### src/rtl/gpu_pkg.sv
// gpu_pkg: shared encodings for the blitter (command modes, one-hot FSM states).
package gpu_pkg;

  typedef enum logic [1:0] {
    MODE_COPY  = 2'd0,
    MODE_FILL  = 2'd1,
    MODE_CLEAR = 2'd2,
    MODE_NOP   = 2'd3
  } mode_e;

  // Bit positions of each state inside the one-hot state vector.
  typedef enum int unsigned {
    S_IDLE  = 0,
    S_FETCH = 1,
    S_WRITE = 2,
    S_FILL  = 3,
    S_FIN   = 4
  } state_idx_e;

  localparam int unsigned NUM_STATES = 5;

  typedef enum logic [NUM_STATES-1:0] {
    ST_IDLE  = NUM_STATES'(1) << S_IDLE,
    ST_FETCH = NUM_STATES'(1) << S_FETCH,
    ST_WRITE = NUM_STATES'(1) << S_WRITE,
    ST_FILL  = NUM_STATES'(1) << S_FILL,
    ST_FIN   = NUM_STATES'(1) << S_FIN
  } state_e;

endpackage

### src/rtl/gpu_blitter_raster_iter.sv
// gpu_raster_iter: row-major i/j pixel counters with last-pixel detection and
// source mirroring. Mirroring is built only when GPU_BLIT_FLIP_EN is defined.
module gpu_raster_iter #(
  parameter int unsigned XW = 11,
  parameter int unsigned YW = 10
) (
  input  logic          clk_i,
  input  logic          rst_i,
  input  logic          load_i,
  input  logic          step_i,
  input  logic [XW-1:0] w_i,
  input  logic [YW-1:0] h_i,
  input  logic          flip_x_i,
  input  logic          flip_y_i,
  output logic [XW-1:0] i_o,
  output logic [YW-1:0] j_o,
  output logic [XW-1:0] sx_o,
  output logic [YW-1:0] sy_o,
  output logic          last_pix_o
);

  logic [XW-1:0] i_q, i_d;
  logic [YW-1:0] j_q, j_d;
  logic          last_col, last_row;

  // Position flags and next counter values (wrap to 0 after the last pixel).
  always_comb begin
    last_col = (i_q == w_i - XW'(1));
    last_row = (j_q == h_i - YW'(1));
    i_d      = i_q;
    j_d      = j_q;
    if (load_i) begin
      i_d = '0;
      j_d = '0;
    end else if (step_i) begin
      if (last_col) begin
        i_d = '0;
        j_d = last_row ? '0 : j_q + YW'(1);
      end else begin
        i_d = i_q + XW'(1);
      end
    end
  end

  // Counter registers.
  always_ff @(posedge clk_i) begin
    if (rst_i) begin
      i_q <= '0;
      j_q <= '0;
    end else begin
      i_q <= i_d;
      j_q <= j_d;
    end
  end

  assign i_o        = i_q;
  assign j_o        = j_q;
  assign last_pix_o = last_col & last_row;

`ifdef GPU_BLIT_FLIP_EN
  assign sx_o = flip_x_i ? (w_i - XW'(1) - i_q) : i_q;
  assign sy_o = flip_y_i ? (h_i - YW'(1) - j_q) : j_q;
`else
  logic unused_flip;
  assign unused_flip = flip_x_i ^ flip_y_i;
  assign sx_o        = i_q;
  assign sy_o        = j_q;
`endif

endmodule

### src/rtl/gpu_blitter.sv
// gpu_blitter: COPY/FILL/CLEAR rectangle engine and sole framebuffer writer.
// Optional build macro GPU_BLIT_FLIP_EN enables source mirroring.
module gpu_blitter
  import gpu_pkg::*;
#(
  parameter int unsigned FB_WIDTH  = 400,
  parameter int unsigned FB_HEIGHT = 240,
  parameter int unsigned COLOR_W   = 16,
  parameter int unsigned ADDR_W    = 32,
  localparam int unsigned XW       = $clog2(FB_WIDTH) + 2,
  localparam int unsigned YW       = $clog2(FB_HEIGHT) + 2
) (
  input  logic               clk,
  input  logic               reset,
  input  logic               cmd_valid,
  output logic               cmd_ready,
  input  logic [1:0]         cmd_mode,
  input  logic [ADDR_W-1:0]  cmd_src_base,
  input  logic [15:0]        cmd_src_x,
  input  logic [15:0]        cmd_src_y,
  input  logic [15:0]        cmd_src_stride,
  input  logic [XW-1:0]      cmd_dst_x,
  input  logic [YW-1:0]      cmd_dst_y,
  input  logic [XW-1:0]      cmd_w,
  input  logic [YW-1:0]      cmd_h,
  input  logic [COLOR_W-1:0] cmd_color,
  input  logic [COLOR_W-1:0] cmd_key,
  input  logic               cmd_key_en,
  input  logic               cmd_flip_x,
  input  logic               cmd_flip_y,
  input  logic [XW-2:0]      clip_x0,
  input  logic [XW-2:0]      clip_x1,
  input  logic [YW-2:0]      clip_y0,
  input  logic [YW-2:0]      clip_y1,
  output logic               mem_read,
  output logic [ADDR_W-1:0]  mem_addr,
  input  logic [COLOR_W-1:0] mem_data,
  input  logic               mem_valid,
  output logic               fb_write,
  output logic [XW-2:0]      fb_x,
  output logic [YW-2:0]      fb_y,
  output logic [COLOR_W-1:0] fb_color,
  output logic               done
);

  localparam int unsigned         BPP   = COLOR_W / 8;
  localparam logic signed [XW:0]  FBW_S = (XW+1)'(FB_WIDTH);
  localparam logic signed [YW:0]  FBH_S = (YW+1)'(FB_HEIGHT);

  state_e state_q, state_d;

  mode_e               mode_q;
  logic [ADDR_W-1:0]   base_q;
  logic [15:0]         srcx_q, srcy_q, stride_q;
  logic [XW-1:0]       dstx_q, w_q;
  logic [YW-1:0]       dsty_q, h_q;
  logic [COLOR_W-1:0]  color_q, key_q;
  logic                key_en_q, flipx_q, flipy_q;
  logic [XW-2:0]       clipx0_q, clipx1_q;
  logic [YW-2:0]       clipy0_q, clipy1_q;

  logic [XW-2:0]       pix_x_q;
  logic [YW-2:0]       pix_y_q;
  logic [COLOR_W-1:0]  pix_c_q;
  logic                pix_we_q, pix_last_q;

  logic                accept, mem_take, fill_step, key_hit, vis;
  logic [XW-1:0]       eff_w, it_i, it_sx;
  logic [YW-1:0]       eff_h, it_j, it_sy;
  logic                it_last;
  logic signed [XW:0]  cur_x;
  logic signed [YW:0]  cur_y;
  logic [ADDR_W-1:0]   a_row, a_col;

  assign accept   = cmd_valid & (state_q == ST_IDLE);
  assign mem_take = mem_read & mem_valid;
  assign eff_w    = (cmd_mode == MODE_CLEAR) ? XW'(FB_WIDTH)  : cmd_w;
  assign eff_h    = (cmd_mode == MODE_CLEAR) ? YW'(FB_HEIGHT) : cmd_h;

  gpu_raster_iter #(
    .XW (XW),
    .YW (YW)
  ) u_iter (
    .clk_i      (clk),
    .rst_i      (reset),
    .load_i     (accept),
    .step_i     (fill_step | mem_take),
    .w_i        (w_q),
    .h_i        (h_q),
    .flip_x_i   (flipx_q),
    .flip_y_i   (flipy_q),
    .i_o        (it_i),
    .j_o        (it_j),
    .sx_o       (it_sx),
    .sy_o       (it_sy),
    .last_pix_o (it_last)
  );

  // Destination pixel, visibility against screen and clip window, colour key.
  always_comb begin
    cur_x   = $signed({dstx_q[XW-1], dstx_q}) + $signed({1'b0, it_i});
    cur_y   = $signed({dsty_q[YW-1], dsty_q}) + $signed({1'b0, it_j});
    vis     = !cur_x[XW] && (cur_x < FBW_S) &&
              !cur_y[YW] && (cur_y < FBH_S) &&
              (cur_x >= $signed({2'b00, clipx0_q})) && (cur_x < $signed({2'b00, clipx1_q})) &&
              (cur_y >= $signed({2'b00, clipy0_q})) && (cur_y < $signed({2'b00, clipy1_q}));
    key_hit = (mode_q == MODE_COPY) && key_en_q && (mem_data == key_q);
  end

  // Source byte address, truncated to ADDR_W.
  always_comb begin
    a_row    = ADDR_W'(srcy_q) + ADDR_W'(it_sy);
    a_col    = ADDR_W'(srcx_q) + ADDR_W'(it_sx);
    mem_addr = base_q + (a_row * ADDR_W'(stride_q) + a_col) * ADDR_W'(BPP);
  end

  // Command and clip window latch on acceptance.
  always_ff @(posedge clk) begin
    if (reset) begin
      mode_q   <= MODE_COPY;
      base_q   <= '0;
      srcx_q   <= '0;
      srcy_q   <= '0;
      stride_q <= '0;
      dstx_q   <= '0;
      dsty_q   <= '0;
      w_q      <= '0;
      h_q      <= '0;
      color_q  <= '0;
      key_q    <= '0;
      key_en_q <= 1'b0;
      flipx_q  <= 1'b0;
      flipy_q  <= 1'b0;
      clipx0_q <= '0;
      clipx1_q <= '0;
      clipy0_q <= '0;
      clipy1_q <= '0;
    end else if (accept) begin
      mode_q   <= mode_e'(cmd_mode);
      base_q   <= cmd_src_base;
      srcx_q   <= cmd_src_x;
      srcy_q   <= cmd_src_y;
      stride_q <= cmd_src_stride;
      dstx_q   <= (cmd_mode == MODE_CLEAR) ? '0 : cmd_dst_x;
      dsty_q   <= (cmd_mode == MODE_CLEAR) ? '0 : cmd_dst_y;
      w_q      <= eff_w;
      h_q      <= eff_h;
      color_q  <= cmd_color;
      key_q    <= cmd_key;
      key_en_q <= cmd_key_en;
      flipx_q  <= cmd_flip_x;
      flipy_q  <= cmd_flip_y;
      clipx0_q <= clip_x0;
      clipx1_q <= clip_x1;
      clipy0_q <= clip_y0;
      clipy1_q <= clip_y1;
    end
  end

  // COPY pixel capture: registered write for the pixel whose data just arrived.
  always_ff @(posedge clk) begin
    if (reset) begin
      pix_x_q    <= '0;
      pix_y_q    <= '0;
      pix_c_q    <= '0;
      pix_we_q   <= 1'b0;
      pix_last_q <= 1'b0;
    end else if (mem_take) begin
      pix_x_q    <= cur_x[XW-2:0];
      pix_y_q    <= cur_y[YW-2:0];
      pix_c_q    <= mem_data;
      pix_we_q   <= vis && !key_hit;
      pix_last_q <= it_last;
    end
  end

  // FSM state register.
  always_ff @(posedge clk) begin
    if (reset) state_q <= ST_IDLE;
    else       state_q <= state_d;
  end

  // FSM next state and outputs.
  always_comb begin
    state_d   = state_q;
    cmd_ready = 1'b0;
    mem_read  = 1'b0;
    fb_write  = 1'b0;
    fb_x      = pix_x_q;
    fb_y      = pix_y_q;
    fb_color  = pix_c_q;
    done      = 1'b0;
    fill_step = 1'b0;
    case (state_q)
      ST_IDLE: begin
        cmd_ready = 1'b1;
        if (cmd_valid) begin
          if (cmd_mode == MODE_NOP || eff_w == '0 || eff_h == '0) state_d = ST_FIN;
          else if (cmd_mode == MODE_COPY)                          state_d = ST_FETCH;
          else                                                     state_d = ST_FILL;
        end
      end
      ST_FETCH: begin
        mem_read = 1'b1;
        if (mem_valid) state_d = ST_WRITE;
      end
      ST_WRITE: begin
        // The next request overlaps this write; a zero-latency reply is
        // consumed here and chains straight into another write.
        fb_write = pix_we_q;
        mem_read = !pix_last_q;
        if (pix_last_q)     state_d = ST_FIN;
        else if (mem_valid) state_d = ST_WRITE;
        else                state_d = ST_FETCH;
      end
      ST_FILL: begin
        fb_write  = vis;
        fb_x      = cur_x[XW-2:0];
        fb_y      = cur_y[YW-2:0];
        fb_color  = color_q;
        fill_step = 1'b1;
        if (it_last) state_d = ST_FIN;
      end
      ST_FIN: begin
        done    = 1'b1;
        state_d = ST_IDLE;
      end
      default: state_d = ST_IDLE;
    endcase
  end

endmodule

### config.mk
export PLATFORM = sky130hd
export DESIGN_NAME = gpu_blitter
export DESIGN_NICKNAME = d
export VERILOG_FILES = /design/src/rtl/gpu_pkg.sv /design/src/rtl/gpu_blitter_raster_iter.sv /design/src/rtl/gpu_blitter.sv
export SDC_FILE = /design/constraint.sdc
export NUM_CORES = 1
export LEC_CHECK = 0
export ABC_AREA = 1
export CAP_MARGIN = 20
export CORE_ASPECT_RATIO = 0.9
export CORE_UTILIZATION = 50
export DETAILED_ROUTE_END_ITERATION = 16
export GPL_ROUTABILITY_DRIVEN = 0
export GPL_TIMING_DRIVEN = 0
export PLACE_DENSITY_LB_ADDON = 0.25
export RECOVER_POWER = 25
export SLEW_MARGIN = 20
export SYNTH_ARGS = -nofsm -noshare
export SYNTH_HDL_FRONTEND = slang
export SYNTH_HIERARCHICAL = 1
export SYNTH_SLANG_ARGS = --single-unit
### constraint.sdc
create_clock -name clk -period 11.8 [get_ports clk]
set_input_delay 2.36 -clock clk [delete_from_list [all_inputs] [get_ports clk]]
set_output_delay 2.36 -clock clk [all_outputs]
set_load 0.05 [all_outputs]
==> results of run 1 <==
critical path: cells and delay by family, from the launching register on:
kind	cells	cell delay, ns
compound gates	9	1.64
xor+xnor	3	0.54
fa+ha+maj	9	4.09
buf+inv	8	0.93
flops	1	0.53
simple gates	8	0.76
worst paths after layout:
check	from	endpoint	slack [ns]	cells past startpoint
worst max-delay path	u_iter/j_o[8]	mem_addr[30]	0.31	37
worst min-delay path	color_q[8]	color_q[8]	0.45	2
worst max register to register	u_iter/j_o[0]	pix_we_q	7.92	19
worst min register to register	color_q[8]	color_q[8]	0.45	2
registers in the layout, summed over array words and instances, names as in the netlist, 2 cells and up:
name and flops:
color_q 16, dstx_q 11, stride_q 16, pix_x_q 10, clipx1_q 10, clipy0_q 9
clipy1_q 9, pix_c_q 16, key_q 16, base_q 32, pix_y_q 9, u_iter/j_o 10
u_iter/i_o 11, clipx0_q 10, w_q 11, srcy_q 16, h_q 10, srcx_q 16
state_q 5, dsty_q 10, mode_q 2
layer usage:
layer	track usage	vias to the layer above	part of all wire
li1	-	11700	-
met1	0.404	11300	0.41
met2	0.505	1022	0.46
met3	0.0523	228	0.085
met4	0.146	2	0.052
met5	0	-	0.00016
cell type report:
| type | count | area [sq um] | share of cell area |
|---|---|---|---|
| inverter | 677 | 2570 | 0.0834 |
| buffer | 136 | 641 | 0.0208 |
| clock inverter | 18 | 304 | 0.00986 |
| multi-input combinational | 2452 | 17500 | 0.566 |
| antenna | 1 | 2.50 | 0.0000811 |
| sequential | 258 | 5180 | 0.168 |
| clock buffer | 36 | 812 | 0.0263 |
| tap | 671 | 840 | 0.0272 |
| timing repair buffer | 313 | 3050 | 0.0988 |
what timing repair did:
item / 4_1_cts / 5_1_grt
resized for setup: 118 / 120
pin swaps: 13 / 39
endpoints found under the setup margin: 21 / 20
buffers inserted: 7 / 21
power breakdown:
part	total, mW	switching (mW)	internal (mW)	leakage [nW]
Combinational	4.58	3.10	1.48	12.4
Clock	1.07	0.421	0.647	0.550
Sequential	1.10	0.0959	1.00	2.12
==> flow_summary.toml, run 1 <==
[run_status]
status = "completed"

[sta]
slew_violations = 0
rsz0062_at_grt = "yes"
hold_viol = 0
fin_worst_skew_ns = 0.0148
tightest_slew_ns = 1.09
timing.final.crit_share = 0.973
setup-tns-final_ns = 0
slew_headroom = 0.273
period_needed_ns = 11.49
finalSetupViolations = 0
holdWs_ns = 0.448
max_freq_mhz = 87.1
worst_slack_ns = 0.314

[drt]
drt_iter0_drc = 1935
ant_nets = 0
vias = 24200
wire_per_inst_um = 17.8
viasPerCell = 5.31
first_pass_iters = 6
wirelength_mm = 81.1
drcViolationCount = 0

[yosys]
synth.avg_cell_area_sq_um = 7.14
ys_warn_count = 6
synthCells = 3525
synth_nets = 4185
synth_area_sq_mm = 0.0252

[clocking]
clk_pin_slew_ns = 0.07
cts-root-buf = "clkbuf_16"
cts-htree-levels = 1
insertion_delay_ns = 0.60
postCtsHoldBufs = 0
clock_path_buffers = 3
cts_tree = "done"
cts_sinks = 258
cts_buffers = 29

[worst_setup_path]
end_kind = "output pin"
required_ns = 9.44
cp-start-kind = "flop"
path_max_fanout = 8
cpPeakStageDelay_ns = 0.55
crit_type = "reg -> out"
cpMaxStageDelayCell = "fa_1"
worstPathArrival_ns = 9.13

[cells_and_area]
fillers = 4481
drive_gt1_frac = 0.0746
stdcell_area_sq_mm = 0.0308
syn_to_final_growth_pct = 22.6
final_common_cell = "inv_1"
post-route-util = 0.624
instances_no_fill = 4562
layout_common_cells = "inv_1, nand2_1, nor2_1"
final_nets = 4527

[place]
dp_slack_ns = -1.19
dp_cells = 4481
dpl_cell_area_sq_mm = 0.0289
dp.final_hpwl_mm = 64.7
port_buffers = 285

[die]
start_util = 0.509
die_h_um = 215
row_count = 77
die_width_um = 239
core_sq_mm = 0.0494
dieArea_sq_mm = 0.0512
io_pins = 288

[worst_hold_path]
hold_path.class = "reg -> reg"

[global_routing]
grt_usage = 0.311
grt_pass1_vias = 23600
grt_pass1_wl_mm = 125
grt_max_degree = 16
grt_overflow = 0
antenna_found_initial = 2

[power_and_ir_drop]
irDropWorstVdd_v = 0.000559
p_leak_nw = 15.1
powerDensity_mw_per_mm2 = 219
report.power.total_mw = 6.75

[run]
drv_cap = 0
Power figures use the tool's default switching activity.
==> run 2: changes to the inputs <==
--- a/config.mk
+++ b/config.mk
@@ -10,10 +10,12 @@
 export CORE_ASPECT_RATIO = 0.9
 export CORE_UTILIZATION = 50
 export DETAILED_ROUTE_END_ITERATION = 16
+export DONT_BUFFER_PORTS = 1
 export GPL_ROUTABILITY_DRIVEN = 0
 export GPL_TIMING_DRIVEN = 0
 export PLACE_DENSITY_LB_ADDON = 0.25
 export RECOVER_POWER = 25
+export SKIP_LAST_GASP = 1
 export SLEW_MARGIN = 20
 export SYNTH_ARGS = -nofsm -noshare
 export SYNTH_HDL_FRONTEND = slang
==> flow_summary.toml, run 2 (synthesized netlist as in run 1, its figures left out) <==
[clocking]
clock_path_buffers = 3
cts_tree = "done"
insertion_delay_ns = 0.61
cts_buffers = 29
cts-htree-levels = 1
cts_sinks = 258
cts-root-buf = "clkbuf_16"
clk_pin_slew_ns = 0.06
postCtsHoldBufs = 0

[worst_setup_path]
path_max_fanout = 6
cpMaxStageDelayCell = "fa_1"
end_kind = "output pin"
cp.depth = 39
ff2ff_path_depth = 10
worstPathArrival_ns = 9.18
crit_buf_inv = 8
cpLargestDelayFamily = "adder cells"
crit_type = "reg -> out"
cpPeakStageDelay_ns = 0.60
cp_common_cell = "inv_1"
cp-start-kind = "flop"
required_ns = 9.44

[drt]
ant_nets = 0
drt_iter0_drc = 1725
wire_per_inst_um = 18.5
vias = 23000
drcViolationCount = 0
first_pass_iters = 6
viasPerCell = 5.36
wirelength_mm = 79.6

[global_routing]
grt.met1_usage = 0.398
grt_overflow = 0
met2_usage = 0.507
grt_pass1_vias = 21800
grt_use_met3 = 0.0592
grt_max_degree = 16
busiest_layer = "met2"
antenna_found_initial = 12
grt_pass1_wl_mm = 122
grt_usage = 0.306

[power_and_ir_drop]
p_int_mw = 2.83
p_leak_nw = 14.0
powerDensity_mw_per_mm2 = 228
pwr-share-seq = 0.170
combPwrFrac = 0.682
irDropWorstVdd_v = 0.000329
p_sw_mw = 3.64
switching_share = 0.562
pwr-share-clk = 0.148

[cells_and_area]
post-route-util = 0.574
stdcell_area_sq_mm = 0.0284
final_nets = 4252
drive_gt1_frac = 0.0905
syn_to_final_growth_pct = 12.7
layout_common_cells = "inv_1, nand2_1, nor2_1"
largest_register = "base_q"
final_common_cell = "inv_1"
largest_reg_flops = 32

[die]
die_h_um = 215
start_util = 0.509
row_count = 77
die_width_um = 239
core_sq_mm = 0.0494
io_pins = 288
dieArea_sq_mm = 0.0512

[place]
dpl_cell_area_sq_mm = 0.0260
dp_slack_ns = -0.963
port_buffers = 0
dp.final_hpwl_mm = 63.7

[sta]
max_freq_mhz = 86.6
worst_slack_ns = 0.257
fin_worst_skew_ns = 0.0160
tightest_slew_ns = 1.15
slew_headroom = 0.228
slew_violations = 0
finalSetupViolations = 0
rsz0062_at_grt = "yes"
timing.final.crit_share = 0.978
hold_viol = 0
setup-tns-final_ns = 0
period_needed_ns = 11.54

[worst_hold_path]
hold_path.class = "reg -> reg"
holdPathStages = 2

[run_status]
status = "completed"

[run]
drv_cap = 0
[run 2: path summary, 6_finish.rpt]
path | from | endpoint | slack, ns
setup / recovery | u_iter/j_o[3] | mem_addr[25] | 0.26
hold / removal | color_q[10] | color_q[10] | 0.45
setup reg to reg | state_q[2] | srcx_q[10] | 7.53
hold reg to reg | color_q[10] | color_q[10] | 0.45
[run 2: metrics by stage]
step                hold WS (ns)  power [mW]  cells
floorplan                  0.425        4.15   3525
global placement           0.433        4.97   4196
detailed placement         0.443        4.99   4196
CTS                        0.451        6.13   4263
global route               0.473        6.91   4288
finish                     0.450        6.48   4294
[run 2: area by class of cell]
cell class	count	area, sq um
clock inverter	8	115
timing repair buffer	38	285
inverter	677	2570
sequential	258	5180
tap	671	840
multi-input combinational	2452	17800
buffer	136	637
antenna	9	22.5
clock buffer	45	876
fill	4724	21100
[run 2: layer usage]
| layer | part of all wire | vias up |
|---|---|---|
| li1 | - | 11100 |
| met1 | 0.41 | 10800 |
| met2 | 0.47 | 877 |
| met3 | 0.084 | 171 |
| met4 | 0.037 | 6 |
| met5 | 0.00053 | - |
[run 2: tightest hold or removal path: cells and delay by family (launching register included)]
kind / cells / cell delay (ns)
buffers and inverters: 1 / 0.06
AOI/OAI and AO/OA: 1 / 0.05
DFF: 1 / 0.30
[run 2: repair_timing]
| item | CTS | global route |
|---|---|---|
| resized for setup | 91 | 142 |
| pin swaps | 16 | 53 |
| endpoints found under the setup margin | 21 | 19 |
| cloned | 0 | 0 |
| buffers inserted | 15 | 23 |
[run 2: power by group through the flow]
stage / sequential [mW] / clock, mW / combinational [mW]
after detailed placement: 1.11 / 0 / 3.88
after CTS: 1.09 / 0.966 / 4.07
final: 1.10 / 0.958 / 4.42
after global placement: 1.11 / 0 / 3.86
after floorplan: 1.08 / 0 / 3.07
after global routing: 1.11 / 1.00 / 4.80
